===== src/rtl/synch_neuron_pkg.sv =====
// Shared types for the neuron cluster: event opcodes and the accepted-event payload.
// Payload fields use the widest supported sizes; the cluster narrows them on use.
package synch_neuron_pkg;

  localparam int unsigned MAX_ADDR_W   = 8;
  localparam int unsigned MAX_WEIGHT_W = 16;
  localparam int unsigned SCALE_W      = 3;
  localparam int unsigned LEAK_W       = 4;

  typedef enum logic [1:0] {
    INTEGRATE = 2'd0,
    LEAK      = 2'd1,
    CLEAR     = 2'd2,
    NOP       = 2'd3
  } op_e;

  typedef struct packed {
    logic [MAX_ADDR_W-1:0]   addr;
    op_e                     op;
    logic [MAX_WEIGHT_W-1:0] weight;
    logic [SCALE_W-1:0]      scale;
  } evt_t;

endpackage


===== src/rtl/lif_update.sv =====
// Combinational leaky integrate-and-fire update for one neuron state.
// Produces the next stored state and whether the neuron fires.
module lif_update
  import synch_neuron_pkg::*;
#(
  parameter int unsigned STATE_WIDTH = 16
) (
  input  logic signed [STATE_WIDTH-1:0]  state,
  input  op_e                            op,
  input  logic signed [MAX_WEIGHT_W-1:0] weight,
  input  logic        [SCALE_W-1:0]      scale,
  input  logic signed [STATE_WIDTH-1:0]  threshold,
  input  logic        [LEAK_W-1:0]       leak_shift,
  output logic signed [STATE_WIDTH-1:0]  next_state_c,
  output logic                           fire_c
);

  // Wide enough to hold state plus a fully shifted weight without wrapping.
  localparam int unsigned SHIFTED_W = MAX_WEIGHT_W + (1 << SCALE_W) - 1;
  localparam int unsigned EXT_W     = ((STATE_WIDTH > SHIFTED_W) ? STATE_WIDTH : SHIFTED_W) + 1;

  localparam logic signed [STATE_WIDTH-1:0] S_MAX = {1'b0, {(STATE_WIDTH-1){1'b1}}};
  localparam logic signed [STATE_WIDTH-1:0] S_MIN = {1'b1, {(STATE_WIDTH-1){1'b0}}};

  logic signed [EXT_W-1:0]       sum;
  logic signed [STATE_WIDTH-1:0] sat;
  logic signed [STATE_WIDTH-1:0] leaked;

  // Saturating integrate and leak datapaths.
  always_comb begin
    sum = EXT_W'(state) + (EXT_W'(weight) <<< scale);
    if (sum > EXT_W'(S_MAX)) begin
      sat = S_MAX;
    end else if (sum < EXT_W'(S_MIN)) begin
      sat = S_MIN;
    end else begin
      sat = STATE_WIDTH'(sum);
    end
    leaked = state - (state >>> leak_shift);
  end

  always_comb begin
    next_state_c = state;
    fire_c       = 1'b0;
    case (op)
      INTEGRATE: begin
        if (sat >= threshold) begin
          fire_c       = 1'b1;
          next_state_c = '0;
        end else begin
          next_state_c = sat;
        end
      end
      LEAK:    next_state_c = leaked;
      CLEAR:   next_state_c = '0;
      default: next_state_c = state;
    endcase
  end

endmodule


===== src/rtl/synch_neuron_cluster.sv =====
// Cluster of LIF neurons fed by a one-entry event stage (S1) and draining
// spikes through a single registered output slot with valid/ready handshake.
module synch_neuron_cluster
  import synch_neuron_pkg::*;
#(
  parameter int unsigned N_NEURONS        = 16,
  parameter int unsigned STATE_WIDTH      = 16,
  parameter int unsigned SYN_WEIGHT_WIDTH = 4
) (
  input  logic                          clk_i,
  input  logic                          rst_ni,
  input  logic                          clear_i,
  input  logic                          evt_valid_i,
  output logic                          evt_ready_o,
  input  logic [$clog2(N_NEURONS)-1:0]  evt_addr_i,
  input  logic [1:0]                    evt_op_i,
  input  logic signed [SYN_WEIGHT_WIDTH-1:0] syn_weight_i,
  input  logic [2:0]                    syn_weight_scale_i,
  input  logic signed [STATE_WIDTH-1:0] threshold_i,
  input  logic [3:0]                    leak_shift_i,
  output logic                          spike_valid_o,
  input  logic                          spike_ready_i,
  output logic [$clog2(N_NEURONS)-1:0]  spike_addr_o
);

  localparam int unsigned ADDR_W = $clog2(N_NEURONS);

  logic signed [STATE_WIDTH-1:0] mem [N_NEURONS];

  logic                          s1_valid;
  evt_t                          s1_evt;
  logic [ADDR_W-1:0]             s1_addr;
  logic signed [STATE_WIDTH-1:0] s1_state;
  logic signed [STATE_WIDTH-1:0] upd_state;
  logic                          upd_fire;
  logic                          s1_stall;
  logic                          s1_advance;
  logic                          accept;

  // The state array is written at the edge that retires S1, so the next
  // event read in S1 always sees the previous write without forwarding.
  assign s1_addr  = ADDR_W'(s1_evt.addr);
  assign s1_state = mem[s1_addr];

  lif_update #(
    .STATE_WIDTH (STATE_WIDTH)
  ) u_lif (
    .state        (s1_state),
    .op           (s1_evt.op),
    .weight       (s1_evt.weight),
    .scale        (s1_evt.scale),
    .threshold    (threshold_i),
    .leak_shift   (leak_shift_i),
    .next_state_c (upd_state),
    .fire_c       (upd_fire)
  );

  // S1 only waits when its spike cannot be placed in the output slot.
  always_comb begin
    s1_stall    = s1_valid && upd_fire && spike_valid_o && !spike_ready_i;
    s1_advance  = s1_valid && !s1_stall;
    evt_ready_o = rst_ni && !clear_i && !s1_stall;
    accept      = evt_valid_i && evt_ready_o;
  end

  always_ff @(posedge clk_i or negedge rst_ni) begin
    if (!rst_ni) begin
      s1_valid <= 1'b0;
      s1_evt   <= '0;
    end else if (clear_i) begin
      s1_valid <= 1'b0;
    end else if (accept) begin
      s1_valid <= 1'b1;
      s1_evt   <= '{addr:   MAX_ADDR_W'(evt_addr_i),
                    op:     op_e'(evt_op_i),
                    weight: MAX_WEIGHT_W'(syn_weight_i),
                    scale:  syn_weight_scale_i};
    end else if (s1_advance) begin
      s1_valid <= 1'b0;
    end
  end

  always_ff @(posedge clk_i or negedge rst_ni) begin
    if (!rst_ni) begin
      for (int unsigned i = 0; i < N_NEURONS; i++) mem[i] <= '0;
    end else if (clear_i) begin
      for (int unsigned i = 0; i < N_NEURONS; i++) mem[i] <= '0;
    end else if (s1_advance) begin
      mem[s1_addr] <= upd_state;
    end
  end

  // A drain and a new spike in the same cycle reload the slot directly.
  always_ff @(posedge clk_i or negedge rst_ni) begin
    if (!rst_ni) begin
      spike_valid_o <= 1'b0;
      spike_addr_o  <= '0;
    end else if (clear_i) begin
      spike_valid_o <= 1'b0;
      spike_addr_o  <= '0;
    end else if (s1_advance && upd_fire) begin
      spike_valid_o <= 1'b1;
      spike_addr_o  <= s1_addr;
    end else if (spike_ready_i) begin
      spike_valid_o <= 1'b0;
    end
  end

endmodule


===== config.mk =====
export PLATFORM = sky130hd
export DESIGN_NAME = synch_neuron_cluster
export DESIGN_NICKNAME = d
export VERILOG_FILES = /design/src/rtl/synch_neuron_pkg.sv /design/src/rtl/lif_update.sv /design/src/rtl/synch_neuron_cluster.sv
export SDC_FILE = /design/constraint.sdc
export NUM_CORES = 1
export LEC_CHECK = 0
export BUFFER_PORTS_ARGS = -buffer_cell sky130_fd_sc_hd__clkbuf_2
export CORE_ASPECT_RATIO = 1.25
export CORE_UTILIZATION = 40
export DETAILED_ROUTE_END_ITERATION = 8
export PLACE_DENSITY = 0.68
export SKIP_LAST_GASP = 1
export SLEW_MARGIN = 20
export SYNTH_ARGS = -nofsm -noshare
export SYNTH_HDL_FRONTEND = slang
export SYNTH_SLANG_ARGS = --single-unit

===== constraint.sdc =====
create_clock -name clk_i -period 7.6 [get_ports clk_i]
set_input_delay 1.52 -clock clk_i [delete_from_list [all_inputs] [get_ports clk_i]]
set_output_delay 1.52 -clock clk_i [all_outputs]
set_load 0.01 [all_outputs]

* Word level (Yosys, flattened, before mapping)
Cells that the tools add are included.
** Cells by class
- Add/sub/neg operators :: 2
- Order comparisons :: 5
- Equality and inequality tests :: 2
- Shifts and indexed selects :: 2
- Mux-type cells :: 22
- Bitwise operators :: 2
- Reduce and logical (&&, ||, !) cells :: 18
** Operators with widths (number)
- 256-bit 2-to-1 mux :: 2
- 256-bit bitwise mux :: 1
- 16-bit 2-to-1 mux :: 6
- 16-bit binary-select mux with 4-bit select :: 1
- 16-bit demux with 4-bit select :: 1
- 16-bit one-hot mux with 3 select lines :: 1
- 16-bit by 24-bit adder with 24-bit output :: 1
- 24-bit by 16-bit greater-than comparator with 1-bit output (second input constant) :: 1
- 24-bit by 16-bit less-than comparator with 1-bit output (second input constant) :: 1
- 4-bit by 3-bit <<< shifter with 24-bit output :: 1
- 16-bit greater-or-equal comparator :: 1
- 16-bit by 4-bit >>> shifter with 16-bit output :: 1
- 16-bit subtractor :: 1
- 1-bit logical AND :: 9
- 1-bit 2-to-1 mux :: 8
- 4-bit 2-to-1 mux :: 2
- 3-bit nonzero test :: 2
- 5-bit greater-or-equal comparator (second input constant) :: 1
- 5-bit by 1-bit less-than comparator with 1-bit output (second input constant) :: 1
- 4-bit NOT with 5-bit output :: 1
- 2-bit nonzero test :: 2
- 1-bit zero test :: 3
- 2-bit by 1-bit equality test with 1-bit output (second input constant) :: 1
- 2-bit equality test (second input constant) :: 1
- other kinds (3) :: 3
** Storage, ports and cells
- Bits in registers :: 275
- Input bits :: 38
- Output and inout bits :: 6

* Longest topological paths before layout
- Depth in word-level cells :: 19
- Gate-level depth with buffers :: 30
- Mapped depth without buffers :: 22

* By module
Synthesis repeated with hierarchy kept, for this count alone.
** Unflattened totals
- Cell total of the unflattened synthesis :: 2063
- Area, all modules :: 19336.0 µm²
** Modules (own cells, without submodules)
- synch_neuron_cluster :: times used 1, cells each 1463, area each 15295.9 µm², seq. area each 6881.6 µm²
- lif_update :: times used 1, cells each 600, area each 4040.1 µm², seq. area each 0.0 µm²

* Worst setup path after synthesis
Ideal clock, no wire load.
- Path type :: reg2out
- From :: register s1_evt (netlist bit s1_addr[0])
- To :: output port evt_ready_o
- Arrival :: 5847 ps
- Required time :: 6080 ps
- Path slack :: 233 ps
- Stages on the path, launching flop included :: 25
- Buffers on the path :: 7
- Path through :: dfrtp_1 > buf_6 > buf_12 > buf_6 > buf_2 > mux4_2 > mux4_2 > ha_1 > buf_2 > o21ai_0 > o21ai_1 > o2111ai_1 > a21o_1 > a31oi_1 > clkbuf_1 > nor2_1 > a31oi_1 > clkbuf_1 > inv_1 > ha_1 > and4_1 > nand3_1 > or4_1 > o22ai_1 > nor4b_1
** Between the ends
- Word-level cells in the longest chain between the ends :: 16
- Elaborated cells between the ends (all ways) :: 17
- Those cells by class :: add/sub (1); order compare (3); mux (7); bitwise (1); reduce/logical (5)
** Ends and longest elaborated chain
- from (decl) :: RTL line synch_neuron_cluster.sv:31 : evt_t s1_evt;
- from (signal assigned) :: RTL line synch_neuron_cluster.sv:74 : s1_evt <= '{addr: MAX_ADDR_W'(evt_addr_i),
- 4-bit NOT with 5-bit output (implied by the code) * :: RTL line synch_neuron_cluster.sv:43 : assign s1_state = mem[s1_addr];
- 16-bit binary-select mux with 4-bit select * :: RTL line synch_neuron_cluster.sv:43
- 16-bit 2-to-1 mux (implied by the code) * (2 in series) :: RTL line synch_neuron_cluster.sv:43
- 16-bit by 24-bit adder with 24-bit output * :: RTL line lif_update.sv:31 : sum = EXT_W'(state) + (EXT_W'(weight) <<< scale);
- 24-bit by 16-bit less-than comparator with 1-bit output :: RTL line lif_update.sv:34 : end else if (sum < EXT_W'(S_MIN)) begin
- 16-bit 2-to-1 mux :: RTL line lif_update.sv:34
- 16-bit 2-to-1 mux * :: RTL line lif_update.sv:32 : if (sum > EXT_W'(S_MAX)) begin
- 16-bit greater-or-equal comparator * :: RTL line lif_update.sv:47 : if (sat >= threshold) begin
- 1-bit 2-to-1 mux * :: RTL line lif_update.sv:47
- 1-bit 2-to-1 mux * :: RTL line lif_update.sv:45 : case (op)
- 1-bit logical AND * (3 in series) :: RTL line synch_neuron_cluster.sv:60 : s1_stall = s1_valid && upd_fire && spike_valid_o && !spike_ready_i;
- 1-bit zero test * :: RTL line synch_neuron_cluster.sv:62 : evt_ready_o = rst_ni && !clear_i && !s1_stall;
- 1-bit logical AND * :: RTL line synch_neuron_cluster.sv:62
- to (decl) :: RTL line synch_neuron_cluster.sv:14 : output logic evt_ready_o,
Mark *: on every way between the ends. The rest lies on a longest branch, timed or not. The select of a mux whose other input is x is not followed.

* Worst setup path in the final report
Same ends and word-level chain as after synthesis.

==> results.cfg <==
[hold_path]
holdCritPathClass = register to register
min_from = mem[47]

[global_routing]
grt_pass1_wl_mm = 80.6
antenna_found_initial = 0
grt.total_usage = 0.258
grt.overflow.total = 0
grt_max_degree = 80
grt_pass1_vias = 13100

[clock_network]
clkTransAtPathRegs_ns = 0.06
cts-root-buf = clkbuf_16
cts_tree = built
cts.path.max_buffers = 3
numCtsBuffers = 28
htreeDepth = 1
insertion_delay_ns = 0.57
cts_sinks = 275

[detailed_routing]
wl_per_cell_um = 25.1
vias_per_cell = 6.38
drtAntennaViolNets = 0
wirelength_mm = 52.4
drt_first_pass_iters = 5
post-route-drc-count = 0
num_vias = 13300
first_iter_violations = 1415

[timing]
finalCriticalPeriod_ns = 7.46
timing.hold.ws_ns = 0.481
hold_violations = 0
finalClockSkew_ns = 0.0264
fmax_ghz = 0.134
drv_slew = 0
max-slew-margin-rel = 0.284
fin_crit_sh = 0.982
setup_viol = 0
worst_pin_slew_ns = 1.07

[yosys]
synth_edf_count = 0
synth_xor_xnor_area_share = 0.0111
synth_nets = 1596
synthSimpleGateAreaFrac = 0.107
synth_area_leaders = dfrtp_1 43%, mux4_2 9.7%, a22o_1 4.5%
ys_warn_count = 0
synth_fa_ha_area_frac = 0.0397
synthMuxAreaShare = 0.149
ys_ff_latch = 275
yosysTopAreaCell = dfrtp_1
synth_ff_type = dfrtp_1
yosysMostFrequentCell = dfrtp_1
netlist_area_um2 = 15800
synth_common_cells = 275 x dfrtp_1, 188 x nand2_1, 128 x o21ai_0
synth_top_area_frac = 0.434
yosysSeqAreaShare = 0.434
synthCells = 1509
synth_cell_types = 81
synth_top_family_by_area = compound AO/OA/AOI/OAI gates
syn_area_per_cell_um2 = 10.5
synthArstFlopShare = 1.00
synth_compound_area_frac = 0.215

[layout]
nFillCells = 3552
synthToLayoutAreaGrowth_pct = 16.2
drive_gt1_frac = 0.223
num_antenna_cells = 0
finalInstanceArea_um2 = 18400
finish.net_count = 1657

[floorplanning]
num_rows = 81
design.die.area_um2 = 40400
initial_core_util = 0.405
die_y_um = 224
io_pins = 44
die_x_um = 180
fp.coreArea_um2 = 39100

[pwr]
totalPowerFinal_mw = 3.92
worst_ir_drop_vdd_mv = 0.167
power_leakage_nw = 7.98
pwr_density_cell_nw_per_um2 = 213

[worst_setup_path]
crit_chain = buf_12, buf_16, buf_4, mux4_2, a22oi_1, nand2_1, ha_2, a21oi_2, o211ai_1, or3_1, o221ai_4, o31ai_4, buf_4, buf_4, o22ai_1, ha_1, nand3_1, o21bai_1, a311oi_1, o21ba_2, nor4b_4, buf_2
cp.arrival_ns = 5.94
crit_family = compound AO/OA/AOI/OAI gates
crit_buf_inv = 6
crit_path_start_kind = register
cp_slowest_cell = dfrtp_4
crit_required_ns = 6.08
critPathMaxFanout = 9
path_common_cell = buf_4
critPathCaptureType = output port
crit_start = s1_addr[0]
critPathKind = register to output port
critPathMaxStageDelay_ns = 0.57
r2r_start = s1_addr[0]

[place]
gp_congestion = 0.944
portBuffers = 43
hpwl_mm = 37.4
placed_area_um2 = 16800

[job]
drv_cap = 0

[run_status]
outcome = complete, no violations
cell usage in the layout, fill, tap and decap left out, types with 13 or more instances in the layout:
cell	instances
a21oi_1	35
a22o_1	81
a31oi_1	16
a32oi_1	45
and3_1	17
buf_4	93
clkbuf_16	29
clkbuf_2	41
dfrtp_1	272
ha_1	35
inv_1	35
mux2_2	18
mux2i_1	21
mux4_2	68
nand2_1	187
nand2b_1	14
nand3_1	35
nor2_1	45
nor3_1	13
o21ai_0	126
o21ai_1	72
o221ai_1	18
tightest hold or removal path, cell delays in order (launching register included):
cell and delay (ns):
dfrtp_1 0.34, nand2_1 0.04, o21ai_0 0.06
final timing paths:
check	to	slack (ns)	cells past startpoint
max	evt_ready_o	0.14	22
min	mem[47]	0.48	2
max reg2reg	mem[69]	0.77	26
min reg2reg	mem[47]	0.48	2
max in group asynchronous	s1_addr[1]	4.84	3
min in group asynchronous	mem[19]	0.91	1
sequential cells by signal, summed over array words and instances (netlist names):
signal / cells
mem: 256
s1_addr: 4
s1_evt: 9
s1_valid: 1
spike_addr_o: 4
spike_valid_o: 1
through the flow:
stage,setup WS (ns),util,std cells,setup TNS (ns)
CTS,0.00247,0.457,2063,0
detailed placement,0.232,0.429,2006,0
finish,0.136,0.470,2087,0
floorplan,0.233,-,1509,0
global placement,0.264,0.429,2004,0
global route,-0.0791,0.470,2087,-0.0791
cell type report:
cell class	count	area (um^2)	area share
clock inverters	14	131	0.00714
repair buffers	150	1180	0.0642
clock buffers	35	787	0.0428
flip-flops and latches	275	6890	0.374
well taps	498	623	0.0339
multi-input cells	1077	8650	0.470
inverters	38	143	0.00775
kinds of logic after synthesis:
| family | count (synthesis) |
|---|---|
| fa+ha+maj | 49 |
| compound gates | 508 |
| mux | 131 |
| buf+inv | 157 |
| simple gates | 369 |
| flops | 275 |
| xor+xnor | 20 |
what timing repair did:
item	in CTS	in global routing
resized for setup	15	60
setup endpoints to repair	1	1
setup buffers	7	22
hold buffers	0	0
pin swaps	2	13
cloned	1	1
per-layer routing:
metal | track usage | up-vias | wire [um]
met3 | 0.0282 | 109 | 2980
met2 | 0.448 | 601 | 26500
met4 | 0.109 | 0 | 2070
met1 | 0.328 | 6752 | 20900
met5 | 0 | - | 0
li1 | - | 5848 | -
power breakdown:
part	internal, mW	switching, mW	total, mW
combinational	0.366	0.653	1.02
sequential	1.49	0.0315	1.52
clock	0.770	0.609	1.38
No activity file was read; power rests on OpenSTA's default activity.
